==> src/rtl/reg_op_sequencer.sv <==
// reg_op_sequencer: micro-operation sequencer that sits in front of an 8x32
// register file. It takes one command over valid/ready, reads operands
// through the single read port, computes a result, writes it back, and
// pulses done.
// Optional build macro: REG_SEQ_FLAGS_EN adds the flag_z/flag_c outputs.
//
// Handshake: a command transfers on a rising edge where cmd_valid=1 and
// cmd_ready=1. cmd_ready is high only in IDLE. The command fields are
// sampled on that edge only, so the producer may change them afterwards.
module reg_op_sequencer #(
  parameter int DATA_W = 32,
  parameter int ADDR_W = 3
) (
  input  logic              clk,
  input  logic              reset,
  input  logic              cmd_valid,
  output logic              cmd_ready,
  input  logic [2:0]        cmd_op,
  input  logic [ADDR_W-1:0] cmd_dst,
  input  logic [ADDR_W-1:0] cmd_src_a,
  input  logic [ADDR_W-1:0] cmd_src_b,
  input  logic [DATA_W-1:0] cmd_imm,
  output logic [ADDR_W-1:0] rf_wAddr,
  output logic [ADDR_W-1:0] rf_rAddr,
  output logic [DATA_W-1:0] rf_wData,
  output logic              rf_we,
  output logic              rf_re,
  input  logic [DATA_W-1:0] rf_rData,
  output logic              done,
  output logic [DATA_W-1:0] result,
  output logic [1:0]        dbg_state
`ifdef REG_SEQ_FLAGS_EN
  ,
  output logic              flag_z,
  output logic              flag_c
`endif
);

  typedef enum logic [1:0] {
    S_IDLE   = 2'd0,
    S_READ_A = 2'd1,
    S_READ_B = 2'd2,
    S_WRITE  = 2'd3
  } state_t;

  localparam logic [2:0] OP_ADD = 3'b000;
  localparam logic [2:0] OP_SUB = 3'b001;
  localparam logic [2:0] OP_AND = 3'b010;
  localparam logic [2:0] OP_OR  = 3'b011;
  localparam logic [2:0] OP_XOR = 3'b100;
  localparam logic [2:0] OP_LI  = 3'b101;
  localparam logic [2:0] OP_MOV = 3'b110;
  localparam logic [2:0] OP_NOP = 3'b111;

  state_t              r_state;
  state_t              w_next;
  logic [2:0]          r_op;
  logic [ADDR_W-1:0]   r_dst;
  logic [ADDR_W-1:0]   r_src_a;
  logic [ADDR_W-1:0]   r_src_b;
  logic [DATA_W-1:0]   r_imm;
  logic [DATA_W-1:0]   r_op_a;
  logic [DATA_W-1:0]   r_op_b;
  logic [DATA_W-1:0]   r_result;
  logic [DATA_W-1:0]   w_alu;

  assign result    = r_result;
  assign dbg_state = r_state;

  // State register.
  always_ff @(posedge clk) begin
    if (reset) r_state <= S_IDLE;
    else       r_state <= w_next;
  end

  // Command/operand latches and the held result.
  always_ff @(posedge clk) begin
    if (reset) begin
      r_op     <= OP_ADD;
      r_dst    <= '0;
      r_src_a  <= '0;
      r_src_b  <= '0;
      r_imm    <= '0;
      r_op_a   <= '0;
      r_op_b   <= '0;
      r_result <= '0;
    end else begin
      case (r_state)
        S_IDLE: begin
          if (cmd_valid) begin
            r_op    <= cmd_op;
            r_dst   <= cmd_dst;
            r_src_a <= cmd_src_a;
            r_src_b <= cmd_src_b;
            r_imm   <= cmd_imm;
          end
        end
        S_READ_A: r_op_a <= rf_rData;
        S_READ_B: r_op_b <= rf_rData;
        S_WRITE:  if (r_op != OP_NOP) r_result <= w_alu;
        default: ;
      endcase
    end
  end

  // Result datapath; arithmetic wraps modulo 2^DATA_W.
  always_comb begin
    w_alu = '0;
    case (r_op)
      OP_ADD: w_alu = r_op_a + r_op_b;
      OP_SUB: w_alu = r_op_a - r_op_b;
      OP_AND: w_alu = r_op_a & r_op_b;
      OP_OR:  w_alu = r_op_a | r_op_b;
      OP_XOR: w_alu = r_op_a ^ r_op_b;
      OP_LI:  w_alu = r_imm;
      OP_MOV: w_alu = r_op_a;
      default: w_alu = '0;
    endcase
  end

  // Next-state and register-file port control. Write enable and done are
  // gated by reset so an aborted command never commits or retires.
  always_comb begin
    w_next    = r_state;
    cmd_ready = 1'b0;
    rf_re     = 1'b0;
    rf_we     = 1'b0;
    rf_rAddr  = '0;
    rf_wAddr  = '0;
    rf_wData  = '0;
    done      = 1'b0;
    case (r_state)
      S_IDLE: begin
        cmd_ready = 1'b1;
        if (cmd_valid) begin
          if (cmd_op == OP_LI || cmd_op == OP_NOP) w_next = S_WRITE;
          else                                     w_next = S_READ_A;
        end
      end
      S_READ_A: begin
        rf_re    = 1'b1;
        rf_rAddr = r_src_a;
        w_next   = (r_op == OP_MOV) ? S_WRITE : S_READ_B;
      end
      S_READ_B: begin
        rf_re    = 1'b1;
        rf_rAddr = r_src_b;
        w_next   = S_WRITE;
      end
      S_WRITE: begin
        rf_wAddr = r_dst;
        rf_wData = w_alu;
        rf_we    = (r_op != OP_NOP) && !reset;
        done     = !reset;
        w_next   = S_IDLE;
      end
      default: w_next = S_IDLE;
    endcase
  end

`ifdef REG_SEQ_FLAGS_EN
  // Status flags, updated only when a non-NOP command retires. A sum that
  // wraps below operand A means the add carried out.
  always_ff @(posedge clk) begin
    if (reset) begin
      flag_z <= 1'b0;
      flag_c <= 1'b0;
    end else if (r_state == S_WRITE && r_op != OP_NOP) begin
      flag_z <= (w_alu == '0);
      case (r_op)
        OP_ADD:  flag_c <= (w_alu < r_op_a);
        OP_SUB:  flag_c <= (r_op_a < r_op_b);
        default: flag_c <= 1'b0;
      endcase
    end
  end
`endif

endmodule
==> config.mk <==
export PLATFORM = sky130hd
export DESIGN_NAME = reg_op_sequencer
export DESIGN_NICKNAME = d
export VERILOG_FILES = /design/src/rtl/reg_op_sequencer.sv
export SDC_FILE = /design/constraint.sdc
export NUM_CORES = 1
export LEC_CHECK = 0
export ABC_CLOCK_PERIOD_IN_PS = 6800
export CELL_PAD_IN_SITES_DETAIL_PLACEMENT = 1
export CELL_PAD_IN_SITES_GLOBAL_PLACEMENT = 1
export CORE_ASPECT_RATIO = 1.75
export CORE_UTILIZATION = 41
export CTS_BUF_LIST = sky130_fd_sc_hd__clkbuf_4 sky130_fd_sc_hd__clkbuf_8
export CTS_CLUSTER_SIZE = 12
export DETAILED_ROUTE_END_ITERATION = 10
export PLACE_DENSITY = 0.93
export SYNTH_ARGS = -nofsm -noshare
export SYNTH_HDL_FRONTEND = slang
export SYNTH_SLANG_ARGS = --single-unit
export TNS_END_PERCENT = 20
==> constraint.sdc <==
create_clock -name clk -period 6.8 [get_ports clk]
set_clock_uncertainty 0.2 [all_clocks]
set_input_delay 1.7 -clock clk [delete_from_list [all_inputs] [get_ports clk]]
set_output_delay 1.7 -clock clk [all_outputs]
set_load 0.01 [all_outputs]
# After elaboration in Yosys (flattened, before gate mapping)
# Index checks and enable logic that the tools add are counted.
# classes
n_addsub	2
n_eq_ne	13
muxes	12
bitwise	3
n_reduce_logical	8
# op_table
operator	n
32-bit one-hot mux with 7 select lines	1
32-bit adder	1
32-bit bitwise AND	1
32-bit two-way mux	1
32-bit bitwise OR	1
32-bit subtractor	1
32-bit XOR	1
3-bit == test, second input constant	5
2-bit one-hot mux with 4 select lines	1
3-bit by 2-bit == test with 1-bit output, second input constant	2
3-bit one-hot mux with 2 select lines	1
1-bit two-way mux	5
2-bit == test, second input constant	2
2-bit two-way mux	2
2-bit AND reduction	2
3-bit by 1-bit == test with 1-bit output, second input constant	1
3-bit logical NOT	1
3-bit two-way mux	1
3-bit inequality test, second input constant	1
2-bit by 1-bit == test with 1-bit output, second input constant	1
2-bit logical NOT	1
2-bit inequality test, second input constant	1
2-bit OR reduction	1
1-bit logical AND	1
other kinds (2)	2
# word_totals
reg_bits	142
in_bits	79
output_inout_bits	76

# Depth between registers and ports, before layout
# depth
word_depth	5
ltp_mapped	18
mapped_depth_nobuf	17

# Least setup slack after synthesis
# OpenSTA, ideal clock, no wires.
# synth_path
path_kind	register to output
from	register r_op_b[2]
to	output port rf_wData[29]
arrival_ns	3.735
path_slack_ns	1.165
path_stages_with_launch	17
path_buffers	0
path_cell_list	dfxtp_1 -> nor4_1 -> and2_1 -> and4_1 -> nand4_1 -> o31ai_1 -> xnor2_1 -> ha_1 -> a21o_1 -> a21o_1 -> a2111oi_0 -> a2bb2oi_1 -> o21ai_0 -> nand3_1 -> mux2i_1 -> a22oi_1 -> nor2_1
# synth_via
elab_chain_cells	3
elab_cells_between_ends	4
classes_between	add/sub: 2; mux: 2
# synth_lines
item	line_no	text
from (decl)	63	logic [DATA_W-1:0] r_op_b;
from (signal assigned)	99	S_READ_B: r_op_b <= rf_rData;
32-bit subtractor or 32-bit adder (tied branches)	111, 110	
32-bit one-hot mux with 7 select lines (*)	109	case (r_op)
32-bit two-way mux (*)	132	case (r_state)
to (decl)	25	output logic [DATA_W-1:0] rf_wData,
# Every way passes the cells marked *; elsewhere a longest branch is shown, timed or not.

# Worst setup path after layout
# layout_path
from	register r_op_b[6]
to	output port rf_wData[26]
# The elaborated chain is that of the path after synthesis.

==> run summary <==
The flow ran to the end, and the final reports show no timing, DRC or antenna violations. In the final routed layout, each cell accounts on average for 21.4 um. The number of global-route vias before repair is 10900, and the number of routed nets with antenna violations is 0. The number of buffer and inverter stages on the critical path was 3. The clock tree synthesis step divided the H-tree into 4 levels. The tools report the element type at the critical path end as an output port. By area, the combinational part of the netlist is dominated by compound AO/OA/AOI/OAI gates. The maximum root-to-sink buffer count is 2, and the peak supply drop is 0.372 mV.

Of the total synthesized cell area, the portion taken by full adders, half adders and majority gates is 12.7%. After layout, the worst setup slack is 0.0843 ns. The tools report the row count as 75. The fraction of power consumed by the clock network came out at 13.0%. Detailed placement finished with a half-perimeter wire length of 27500 um. The share of total power consumed by net switching works out to 47.7%.

After synthesis the netlist holds a flip-flop and latch count of 142. For the count of fill cells added during filler insertion, the log shows 2975. The worst register-to-register path has a depth of 16. Timing would allow up to 149 MHz.

The power per cell area is 502 nW/um^2, and the share of Yosys cell area claimed by the top area cell type is 28.4%. Setup violations remaining at the end of the flow were counted as 0. Along the worst hold path, the cell count comes to 2. Number of distinct library cell variants in the gate-level netlist after synthesis: 65. The category of the most critical setup path was reg -> out. The post-detailed-route via-to-cell ratio is 5.79, and the critical path data required time is 4.90 ns. The startpoint identified for the worst hold timing path is r_imm[6].

The worst setup timing slack at the placement stage was 0.216 ns. Of all nets on the critical path, the largest fanout is 7. Cell at the slowest stage of the critical path: sky130_fd_sc_hd__clkdlybuf4s50_1.

CTS saw 142 sinks. The final critical path takes up 98.8% of the cycle. The measured slew at the worst slew-check pin works out to 1.39 ns. In this run the cell area of the synthesized design comes to 10000 um^2. The net switching power is 3.01 mW, and the complex-gate fraction of the synthesized area is 20.5%.

The layout cell share with drive strength beyond 1 was 9.20%. The number of nets in the synthesized netlist was 1473. sky130_fd_sc_hd__dfxtp_1 takes more of the synthesized area than any other cell. Across the run, the number of max-cap violations was 0. The routed design has 37500 um of wire. The clock input transition at the sequential cells of the worst setup and hold paths was 0.07 ns; the portion of total power attributed to combinational logic was 67.8%. The final hold violation count came out at 0.

Multiplexer cells account for 9.13% of the synthesized area. 155 I/O pins were placed. Clock tree synthesis selected as its root buffer the cell sky130_fd_sc_hd__clkbuf_8.

For this block, the via count after detailed routing is 10200. Number of hold buffers added after cts: 0. Die span in x: 120 um. The run gives 0 as the final-report max-slew violation count.

The arrival time of data at the critical path endpoint was 4.82 ns. The most frequent cell after synthesis was sky130_fd_sc_hd__nand2_1. Summed over all cells, the static leakage comes to 4.89 nW. Global routing usage summed across all routing layers: 30.4%. For the total CTS buffers, the log shows 17. Endpoint with the worst hold slack: r_imm[6].

The synthesized netlist devotes 5.06% of its cell area to XOR and XNOR gates. Die outline area: 25100 um^2. The mean instance size in the synthesized netlist was 7.75 um^2. Type of the most critical hold path: reg -> reg. The worst register-to-register path ends at result[26]. Total power for the finished layout comes to 6.32 mW. After synthesis, flip-flops and latches occupy 28.4% of the total area. For this run, the post-layout net count is 1612. Traced cell by cell, the critical path runs through nor4_4, buf_4, nand4_1, nand2b_4, nor4_4, a41oi_1, xnor2_1, ha_1, buf_4, nand2_1, nor4_2, o211ai_1, and3_1, xor2_1, o31a_1, nor2_1, clkdlybuf4s50_1. During synthesis, Yosys emitted a total of 0 warnings.

The origin of the critical flop-to-flop path is r_op_b[6]. The kind of cell with the highest combined delay along the critical path is simple AND/OR/NAND/NOR gates. The run gives 3.31 mW as the cell-internal power. Port buffering added 154 buffers. The floorplan step defined a core boundary enclosing 24000 um^2.

Setup repair after global routing could not meet its margin everywhere. The pre-antenna-repair detailed-routing pass consisted of 7 iterations. The number of cells in the finished layout apart from fillers was 1754; the initial cell density of the core was 41.7%.

The clock reaches the later pin of the worst-skew pair after 0.52 ns. The detailed-route DRC error count was 0; the maximum number of pins on one net before global-route repair was 81. The tools report the headroom to the max-slew limit as 6.68%. The logs give 1293 for the cell count after synthesis and 0 for the sum of overflow across all layers after global routing. The post-route core utilization is 52.5%, and the worst reg-to-reg setup slack is 2.64 ns. By count the netlist is led by sky130_fd_sc_hd__nand2_1 (166), sky130_fd_sc_hd__nor2_1 (150), sky130_fd_sc_hd__dfxtp_1 (142). The share of total power in sequential cells was 19.2%.

The clock period minus final worst setup slack is 6.72 ns. The cell total after placement was 1718; the count of flip-flops with a built-in enable after synthesis was 0. Counting flops with an async set or reset pin after synthesis yields a share of 0%.

The first-pass GRT wire length came out at 58300 um. The initial antenna violation count came out at 1. For this block, the initial DRC count from the detailed router was 535. TritonCTS built the clock tree.

The tools report the startpoint type of the worst setup path as a register. Synthesis-to-finish area growth: 25.8%. The simple-gate share of the synthesized area is 17.8%.

Yosys attributes the largest share of cell area to sky130_fd_sc_hd__dfxtp_1 (28%), sky130_fd_sc_hd__ha_1 (12%), sky130_fd_sc_hd__mux2i_1 (8.8%), sky130_fd_sc_hd__a21oi_1 (6.3%), sky130_fd_sc_hd__nand2_1 (6.2%). The stage delay of the slowest cell on the critical path was 0.55 ns. The floorplan step set the die height to 209 um. The top flip-flop cell by instance count after synthesis is sky130_fd_sc_hd__dfxtp_1. The run gives 0.902 as the global placer's final weighted congestion.
state kept, by name (all words and copies together) (netlist names):
register and count:
r_op 3, r_imm 32, r_src_a 3, dbg_state 2, r_src_b 3, result 32
r_dst 3, r_op_a 32, r_op_b 32
layout make-up:
type	count	area [um^2]	share of cell area, %
multi-input combinational	979	6670	52.9
sequential	142	2850	22.6
clock inverter	10	185	1.47
clock buffer	22	284	2.25
inverter	92	345	2.74
antenna	1	2.50	0.0198
timing repair buffer	200	1890	15.0
tap	308	385	3.06
layer usage:
| layer | up-vias | part of all wire, % | GRT usage, % |
|---|---|---|---|
| met3 | 115 | 3.4 | 4.91 |
| met5 | - | 0 | 0 |
| met4 | 0 | 5.6 | 20.2 |
| met1 | 5035 | 37 | 30.3 |
| met2 | 292 | 54 | 56.8 |
| li1 | 4717 | - | - |
layout by cell type (no fill, tap or decap), types with 6 or more instances in the layout:
cell and count:
sky130_fd_sc_hd__a21oi_1 125, sky130_fd_sc_hd__clkbuf_8 19, sky130_fd_sc_hd__inv_1 92, sky130_fd_sc_hd__mux2i_1 88
sky130_fd_sc_hd__o21ai_0 61, sky130_fd_sc_hd__ha_1 94, sky130_fd_sc_hd__dfxtp_2 6, sky130_fd_sc_hd__xor2_1 11
sky130_fd_sc_hd__clkdlybuf4s50_1 152, sky130_fd_sc_hd__dfxtp_1 136, sky130_fd_sc_hd__xnor2_1 45, sky130_fd_sc_hd__buf_4 47
sky130_fd_sc_hd__nand4_1 11, sky130_fd_sc_hd__a211oi_1 18, sky130_fd_sc_hd__ha_2 6, sky130_fd_sc_hd__nand3_1 12
sky130_fd_sc_hd__a21o_1 11, sky130_fd_sc_hd__a221oi_1 8, sky130_fd_sc_hd__o21ba_2 6, sky130_fd_sc_hd__and2_1 13
sky130_fd_sc_hd__o21a_1 6, sky130_fd_sc_hd__nand2_1 166, sky130_fd_sc_hd__nor2_1 148, sky130_fd_sc_hd__o211ai_1 15
sky130_fd_sc_hd__nand2b_1 10, sky130_fd_sc_hd__nor2b_1 13, sky130_fd_sc_hd__a31oi_1 9
logic make-up after synthesis:
kind of cell,Yosys count
AOI/OAI and AO/OA,324
xor gates and xnor gates,57
muxes,91
DFF,142
adders and majority gates,101
and+or+nand+nor,406
buffers and inverters,172
metrics by stage:
stage	area (um^2)	hold slack (ns)	setup TNS, ns
3_3_place_gp	12000	0.239	0
5_1_grt	12600	0.273	-0.459
4_1_cts	12500	0.265	-0.0242
6_report	12600	0.263	0
3_5_place_dp	12000	0.253	0
2_1_floorplan	10000	0.232	0
worst register-to-register path, stage by stage (launching register included):
cell                       delay (ns)
sky130_fd_sc_hd__dfxtp_2         0.37
sky130_fd_sc_hd__nor4_4          0.32
sky130_fd_sc_hd__buf_4           0.18
sky130_fd_sc_hd__nand4_1         0.14
sky130_fd_sc_hd__nand2b_4        0.21
sky130_fd_sc_hd__nor4_4          0.29
sky130_fd_sc_hd__a41oi_1         0.18
sky130_fd_sc_hd__xnor2_1         0.16
sky130_fd_sc_hd__ha_1            0.38
sky130_fd_sc_hd__buf_4           0.16
sky130_fd_sc_hd__nand2_1         0.11
sky130_fd_sc_hd__nor4_2          0.25
sky130_fd_sc_hd__o211ai_1        0.24
sky130_fd_sc_hd__and3_1          0.25
sky130_fd_sc_hd__xor2_1          0.14
sky130_fd_sc_hd__o31a_1          0.28
sky130_fd_sc_hd__a211oi_1        0.23
worst max path at each step:
| stage | start | end | slack (ns) | cells past startpoint |
|---|---|---|---|---|
| after CTS | r_op_b[0] | rf_wData[31] | -0.02 | 20 |
| after detailed placement | r_op_b[6] | rf_wData[31] | 0.22 | 19 |
| after global routing | r_op_b[1] | rf_wData[31] | -0.18 | 19 |
| final | r_op_b[6] | rf_wData[26] | 0.08 | 17 |
| after global placement | r_op_b[6] | rf_wData[31] | 0.29 | 19 |
| after floorplan | r_op_b[2] | rf_wData[29] | 1.16 | 16 |
power groups by stage:
| stage | Combinational [mW] | Clock (mW) | Sequential (mW) |
|---|---|---|---|
| after CTS | 4.16 | 0.836 | 1.20 |
| after global routing | 4.67 | 0.861 | 1.23 |
| after detailed placement | 4.11 | 0 | 1.22 |
| final | 4.29 | 0.821 | 1.22 |
| after global placement | 3.99 | 0 | 1.20 |
| after floorplan | 2.82 | 0 | 1.17 |
timing repair:
action / 4_1_cts / 5_1_grt
pin swaps: 3 / 6
endpoints found under the setup margin: 8 / 13
buffers inserted: 0 / 3
gates resized for setup: 12 / 26
No activity file was read; power rests on OpenSTA's default activity.
